<file path="src/rtl/seq_divider.sv">
// Multicycle signed restoring divider (MIPS div semantics): one quotient bit per clock, sign fix in a final cycle.
// Optional build macro SEQ_DIVIDER_EARLY_EXIT_EN skips the iterations when |a| < |b|.
module seq_divider #(
    parameter int WIDTH = 32
) (
    input  logic                    clock,
    input  logic                    reset,
    input  logic                    start,
    input  logic signed [WIDTH-1:0] a,
    input  logic signed [WIDTH-1:0] b,
    output logic signed [WIDTH-1:0] hi,
    output logic signed [WIDTH-1:0] lo,
    output logic                    div_zero,
    output logic                    busy,
    output logic                    done
);

    localparam int CNT_W = $clog2(WIDTH + 1);

    typedef enum logic [1:0] {IDLE, RUN, FIX} state_t;

    state_t           state, state_next;
    logic [CNT_W-1:0] count;
    logic [WIDTH-1:0] rem, quo, divisor;
    logic             sign_q, sign_r;
    logic [WIDTH-1:0] a_mag, b_mag;
    logic             b_zero, early;
    logic [WIDTH:0]   shifted;
    logic             fits;
    logic [WIDTH-1:0] diff;

    function automatic logic [WIDTH-1:0] apply_sign(input logic [WIDTH-1:0] m, input logic neg);
        return neg ? (~m + WIDTH'(1)) : m;
    endfunction

    // Magnitudes are unsigned, so the most negative value maps onto itself and stays valid.
    assign a_mag  = apply_sign(a, a[WIDTH-1]);
    assign b_mag  = apply_sign(b, b[WIDTH-1]);
    assign b_zero = (b == '0);

`ifdef SEQ_DIVIDER_EARLY_EXIT_EN
    assign early = (a_mag < b_mag);
`else
    assign early = 1'b0;
`endif

    assign shifted = {rem, quo[WIDTH-1]};
    assign fits    = (shifted >= {1'b0, divisor});
    assign diff    = shifted[WIDTH-1:0] - divisor;

    always_ff @(posedge clock or posedge reset) begin
        if (reset) state <= IDLE;
        else       state <= state_next;
    end

    always_comb begin
        state_next = state;
        unique case (state)
            IDLE: if (start && !b_zero) state_next = early ? FIX : RUN;
            RUN:  if (count == CNT_W'(1)) state_next = FIX;
            FIX:  state_next = IDLE;
            default: state_next = IDLE;
        endcase
    end

    always_comb begin
        busy = (state != IDLE);
    end

    always_ff @(posedge clock or posedge reset) begin
        if (reset) begin
            count    <= '0;
            rem      <= '0;
            quo      <= '0;
            divisor  <= '0;
            sign_q   <= 1'b0;
            sign_r   <= 1'b0;
            hi       <= '0;
            lo       <= '0;
            div_zero <= 1'b0;
            done     <= 1'b0;
        end else begin
            div_zero <= 1'b0;
            done     <= 1'b0;
            unique case (state)
                IDLE: begin
                    if (start) begin
                        if (b_zero) begin
                            div_zero <= 1'b1;
                            done     <= 1'b1;
                        end else begin
                            sign_q  <= a[WIDTH-1] ^ b[WIDTH-1];
                            sign_r  <= a[WIDTH-1];
                            divisor <= b_mag;
                            count   <= CNT_W'(WIDTH);
                            // Early exit parks |a| as the remainder with a zero quotient.
                            rem     <= early ? a_mag : '0;
                            quo     <= early ? '0 : a_mag;
                        end
                    end
                end
                RUN: begin
                    rem   <= fits ? diff : shifted[WIDTH-1:0];
                    quo   <= {quo[WIDTH-2:0], fits};
                    count <= count - CNT_W'(1);
                end
                FIX: begin
                    lo   <= apply_sign(quo, sign_q);
                    hi   <= apply_sign(rem, sign_r);
                    done <= 1'b1;
                end
                default: ;
            endcase
        end
    end

endmodule
</file>
<file path="config.mk">
export PLATFORM = sky130hd
export DESIGN_NAME = seq_divider
export DESIGN_NICKNAME = d
export VERILOG_FILES = /design/src/rtl/seq_divider.sv
export SDC_FILE = /design/constraint.sdc
export NUM_CORES = 1
export LEC_CHECK = 0
export BUFFER_PORTS_ARGS = -buffer_cell sky130_fd_sc_hd__buf_4
export CORE_ASPECT_RATIO = 0.7
export CORE_MARGIN = 2
export CORE_UTILIZATION = 55
export CTS_BUF_LIST = sky130_fd_sc_hd__clkbuf_4 sky130_fd_sc_hd__clkbuf_8
export DETAILED_ROUTE_END_ITERATION = 7
export GPL_TIMING_DRIVEN = 1
export PLACE_DENSITY = 0.79
export SYNTH_ARGS = -nofsm -noshare
export SYNTH_HDL_FRONTEND = slang
export SYNTH_SLANG_ARGS = --single-unit
</file>
<file path="constraint.sdc">
create_clock -name clock -period 5.7 [get_ports clock]
set_clock_uncertainty 0.1 [all_clocks]
set_input_delay 0.855 -clock clock [delete_from_list [all_inputs] [get_ports clock]]
set_output_delay 0.855 -clock clock [all_outputs]
set_load 0.05 [all_outputs]
</file>
Yosys cells after proc, flatten, opt, wreduce, memory -nomap -nowiden
Cells that the tools add are included.

Output and inout port bits: 67. Input port bits: 67. Word-level logic and storage cells: 61. Flip-flop bits (word level): 172.

Order comparisons: 1. $add $sub $neg: 6. Mux-type cells: 21. Equality and inequality tests: 7. Bitwise operators: 6. Reduce and logical (&&, ||, !) cells: 9.

Operators by type and width (number): 2-to-1 mux 32 bit (9); adder 32 x 1 -> 32 bit, second input constant (4); NOT 32 bit (4); one-hot mux 32 bit (2 select lines) (2); greater-or-equal comparator 33 x 32 -> 1 bit (1); logical NOT 32 bit (1); subtractor 32 bit (1); 2-to-1 mux 6 bit (2); one-hot mux 6 bit (2 select lines) (1); inequality test 2 bit, second input constant (4); == test 6 x 1 -> 1 bit, second input constant (1); AND reduction 3 bit (2); subtractor 6 x 1 -> 6 bit, second input constant (1); 2-to-1 mux 2 bit (2); one-hot mux 2 bit (2 select lines) (1); nonzero test 2 bit (2); 2-to-1 mux 1 bit (3); == test 2 x 1 -> 1 bit, second input constant (1); == test 2 bit, second input constant (1); logical NOT 2 bit (1); one-hot mux 1 bit (2 select lines) (1); AND reduction 2 bit (1); logical AND 1 bit (1); logical NOT 1 bit (1); other kinds (2) (2).

Depth between registers and ports, before layout
Depth after elaboration: 6. Mapped depth: 14. Mapped depth without buffers: 13.

Worst setup path after synthesis
Ideal clock, no wire load.

Kind: input -> register. From: in b[0]. To: reg quo[1]. Stages on the path: 11. Setup slack: 2.347 ns. Library setup time: 0.133 ns. Path buffers: 1. Arrival time: 3.120 ns. Path through: inv_1 > ha_1 > or3b_2 > nor4_2 > nand4_1 > or4_4 > nand2_4 > nor2_2 > clkbuf_1 > o211ai_1 > o21ai_0.

Longest elaborated chain between the ends: 3.

Ends and longest elaborated chain: start: declaration (line 10) `input logic signed [WIDTH-1:0] b,`; logical NOT 32 bit (line 39) `assign b_zero = (b == '0);`; inequality test 2 bit (no source line); AND reduction 3 bit (no source line); end signal: assignment (line 98) `quo <= early ? '0 : a_mag;`; end signal: assignment (line 104) `quo <= {quo[WIDTH-2:0], fits};`; end: declaration (line 24) `logic [WIDTH-1:0] rem, quo, divisor;`.

Every way passes these cells. A chain may end at the register's enable or synchronous reset.

Worst setup path after layout
From: in b[0]. To: reg rem[27].

Longest elaborated chain between the ends: 3.

Ends and longest elaborated chain: logical NOT 32 bit (line 39); inequality test 2 bit (no source line); AND reduction 3 bit (no source line); end signal: assignment (line 97) `rem <= early ? a_mag : '0;`; end signal: assignment (line 103) `rem <= fits ? diff : shifted[WIDTH-1:0];`; end: declaration (line 24).

Every way passes these cells.

==> results.txt <==
Result of the run: completed
Routability congestion estimate: 0.973
Number of nets at the end of the flow: 1498
Total negative slack: 0 ps
Period Utilization, post-route: 0.702
Clock transition at the registers of the reported paths: 90 ps
Period minus WS final: 4000 ps
N_diodes: 0
Width of the chip: 173 um
CTS Hold Buffers Added: 0
Placed standard-cell area: 12200 sq um
Design Power: 7.91 mW
Rel. slew slack: 0.148
Initial standard-cell utilization of the core: 0.560
Nets in the synthesized netlist: 1406
Kind of cell adding the most delay to the critical path: simple AND/OR/NAND/NOR gates
Area fraction of the dominant cell type after synthesis: 0.390
Worst setup startpoint: b[0]
Achievable frequency: 250 MHz
Number of max-slew violations in the final report: 0
Insertion delay of the later-clocked pin in the worst-skew pair: 480 ps
CTS root buf: sky130_fd_sc_hd__clkbuf_8
Cell type contributing the most total cell area after synthesis: sky130_fd_sc_hd__dfrtp_1
Aggregate global routing overflow: 0
Via count of the first global-routing pass: 8659
Level count of the clock H-tree: 4
Worst hold slack: 359 ps
Ratio of total power to cell area: 623 nW/um^2
Area contributors post-synth: sky130_fd_sc_hd__dfrtp_1, sky130_fd_sc_hd__o21ai_0, sky130_fd_sc_hd__xor2_1
CP Launch Type: input pin
Kind of end point of the critical path: flop
Num CTS Buffers: 17
Maximum vdd ir drop: 0.275 mV
Initial antenna violation count: 0
Beginning of the worst register-to-register path: rem[25]$_DFFE_PP0P_
TritonCTS sink count: 172
Crit Path Category: in -> reg
WP buf/inv: 3
Synth Area per Inst: 8.50 sq um
Area enclosed by the die boundary: 21300 sq um
IO Pins: 134
Final Setup Violations: 0
Top flip-flop cell by instance count after synthesis: sky130_fd_sc_hd__dfrtp_1
Count of state elements after synthesis: 172
Area of the core region: 19700 sq um
Port Buf Inserts: 133
Worst path required time: 6020 ps
Sequential area share after synthesis: 0.390
Die Y-Extent: 123 um
Final design instance area without fill: 12700 sq um
Count of distinct cell types in the synthesized netlist: 70
Maximum number of pins on one net before global-route repair: 82
Count of standard-cell rows: 43
Drt first pass iters: 5
Number of instances in the synthesized netlist: 1300
Detailed Route WL: 28900 um
Ys Warns: 0
P&R area growth vs syn: 14.8%
Detailed Route Iter0 Violations: 1124
CP max-delay cell: sky130_fd_sc_hd__a21o_1
EDFF count, synth: 0
Setup Fix Bufs, Post-CTS: 0
Overall routing resource usage: 0.277
Final Hold Fails: 0
Number of design rule violations left after detail routing: 0
Post-Synthesis Cell Area: 11000 sq um
Quantity of gates resized following cts: 0
RSZ-0062 raised after global routing: false
DP HPWL: 21800 um
Ratio of cells with drive above 1 in the final layout: 0.143
Crit-path cells: buf_4, inv_1, ha_1, or3b_2, nor4_2, nand4_1, or4_4, nand2_4, a21o_1, buf_4, nand2_1, o21ai_0, a31o_2
Slowest Stage Delay on Critical Path: 630 ps
CTS tree: built
Detailed-route via count: 9839
Worst path arrival time: 4330 ps
Critical path's most frequent cell: sky130_fd_sc_hd__buf_4
Via density: 5.87
Global-route wire length before repair: 46300 um
Maxcap violations: 0
Share of synthesized registers carrying an async set or reset: 1.00
Per-cell routed wire length: 17.2 um
Number of routed nets with antenna violations: 0
Min-delay worst type: in -> async
Leakage power of the design: 5.78 nW
Worst Max-Slew Pin Slew: 1280 ps
Clock Tree Buf Depth: 2
Crit path max fanout: 24
-- layout make-up --
cell class	instances	area [sq um]
Clock buffer	23	298
Clock inverter	9	181
Fill cell	1665	7060
Inverter	53	204
Multi-Input combinational cell	1007	6300
Sequential cell	172	4300
Tap cell	270	338
Timing Repair Buffer	141	1060
-- routing by layer --
metal / track usage / share of wire / up-vias
met1: 0.466 / 0.52 / 4628
met2: 0.342 / 0.37 / 455
met3: 0.0719 / 0.11 / 23
met4: 0.0556 / 0.0085 / 0
li1: - / - / 4733
met5: 0 / 0 / -
-- per-stage QoR --
step           std cells  setup slack, ps   util
2_1_floorplan       1300             84.9      -
3_3_place_gp        1643             1440  0.618
3_5_place_dp        1643             1280  0.618
4_1_cts             1675             1780  0.643
5_1_grt             1675             1470  0.643
6_report            1675             1700  0.643
-- cells in the mapped netlist, drive strengths merged, types with 4 or more instances --
master / count
nand2: 227
o21ai: 212
dfrtp: 172
xor2: 100
nor2: 56
clkbuf: 53
inv: 53
xnor2: 52
a21oi: 48
ha: 38
o31ai: 29
mux2i: 23
nor3: 21
or4: 18
o41ai: 16
buf: 15
nand2b: 15
nand3: 15
nor4: 12
a21o: 11
or3: 11
nand4: 9
o22ai: 9
and3: 7
a32oi: 6
and2: 6
o211ai: 6
a31oi: 5
nor2b: 5
o21a: 5
or2: 5
a221o: 4
a22oi: 4
-- power by group --
part           internal (mW)  switching (mW)  leakage [nW]  total (mW)
registers               1.70           0.642          2.18        2.34
logic                   1.83            2.70          3.36        4.53
clock network          0.575           0.459         0.245        1.03
-- registers in the layout, indices dropped and copies added, names as in the netlist, 2 cells and up --
register	flops
rem	32
divisor	32
state	2
count	6
quo	32
hi	32
lo	32
-- final timing paths --
path,endpoint,slack [ps],cells after the start
max reg2reg,rem[19]$_DFFE_PP0P_,1960,9
min,lo[7]$_DFFE_PP0P_,360,2
min in group clock,hi[15]$_DFFE_PP0P_,380,2
max in group asynchronous,quo[16]$_DFFE_PP0P_,3880,3
max,rem[27]$_DFFE_PP0P_,1700,13
min reg2reg,hi[15]$_DFFE_PP0P_,380,2
-- cells in the final DEF, fill, tap and decap left out, drive strengths merged, types with 7 or more instances in the layout --
master    n
mux2i    23
buf     141
and3      7
nand2   227
xor2    100
o31ai    29
o21ai   212
o22ai     9
nor2     56
nand2b   15
or3      11
clkbuf   23
inv      55
or4      18
nand3    15
dfrtp   172
nor4     12
a21oi    48
ha       38
a21o     11
o41ai    16
nand4     9
nor3     21
xnor2    52
-- cells by family after synthesis --
| group | after synthesis | share of synthesized area |
|---|---|---|
| compound gates | 381 | 0.208 |
| buf+inv | 121 | 0.0429 |
| xor+xnor | 152 | 0.120 |
| mux | 23 | 0.0208 |
| fa+ha+maj | 39 | 0.0448 |
| simple gates | 412 | 0.174 |
| flops | 172 | 0.390 |
(Power assumes the default switching activity.)
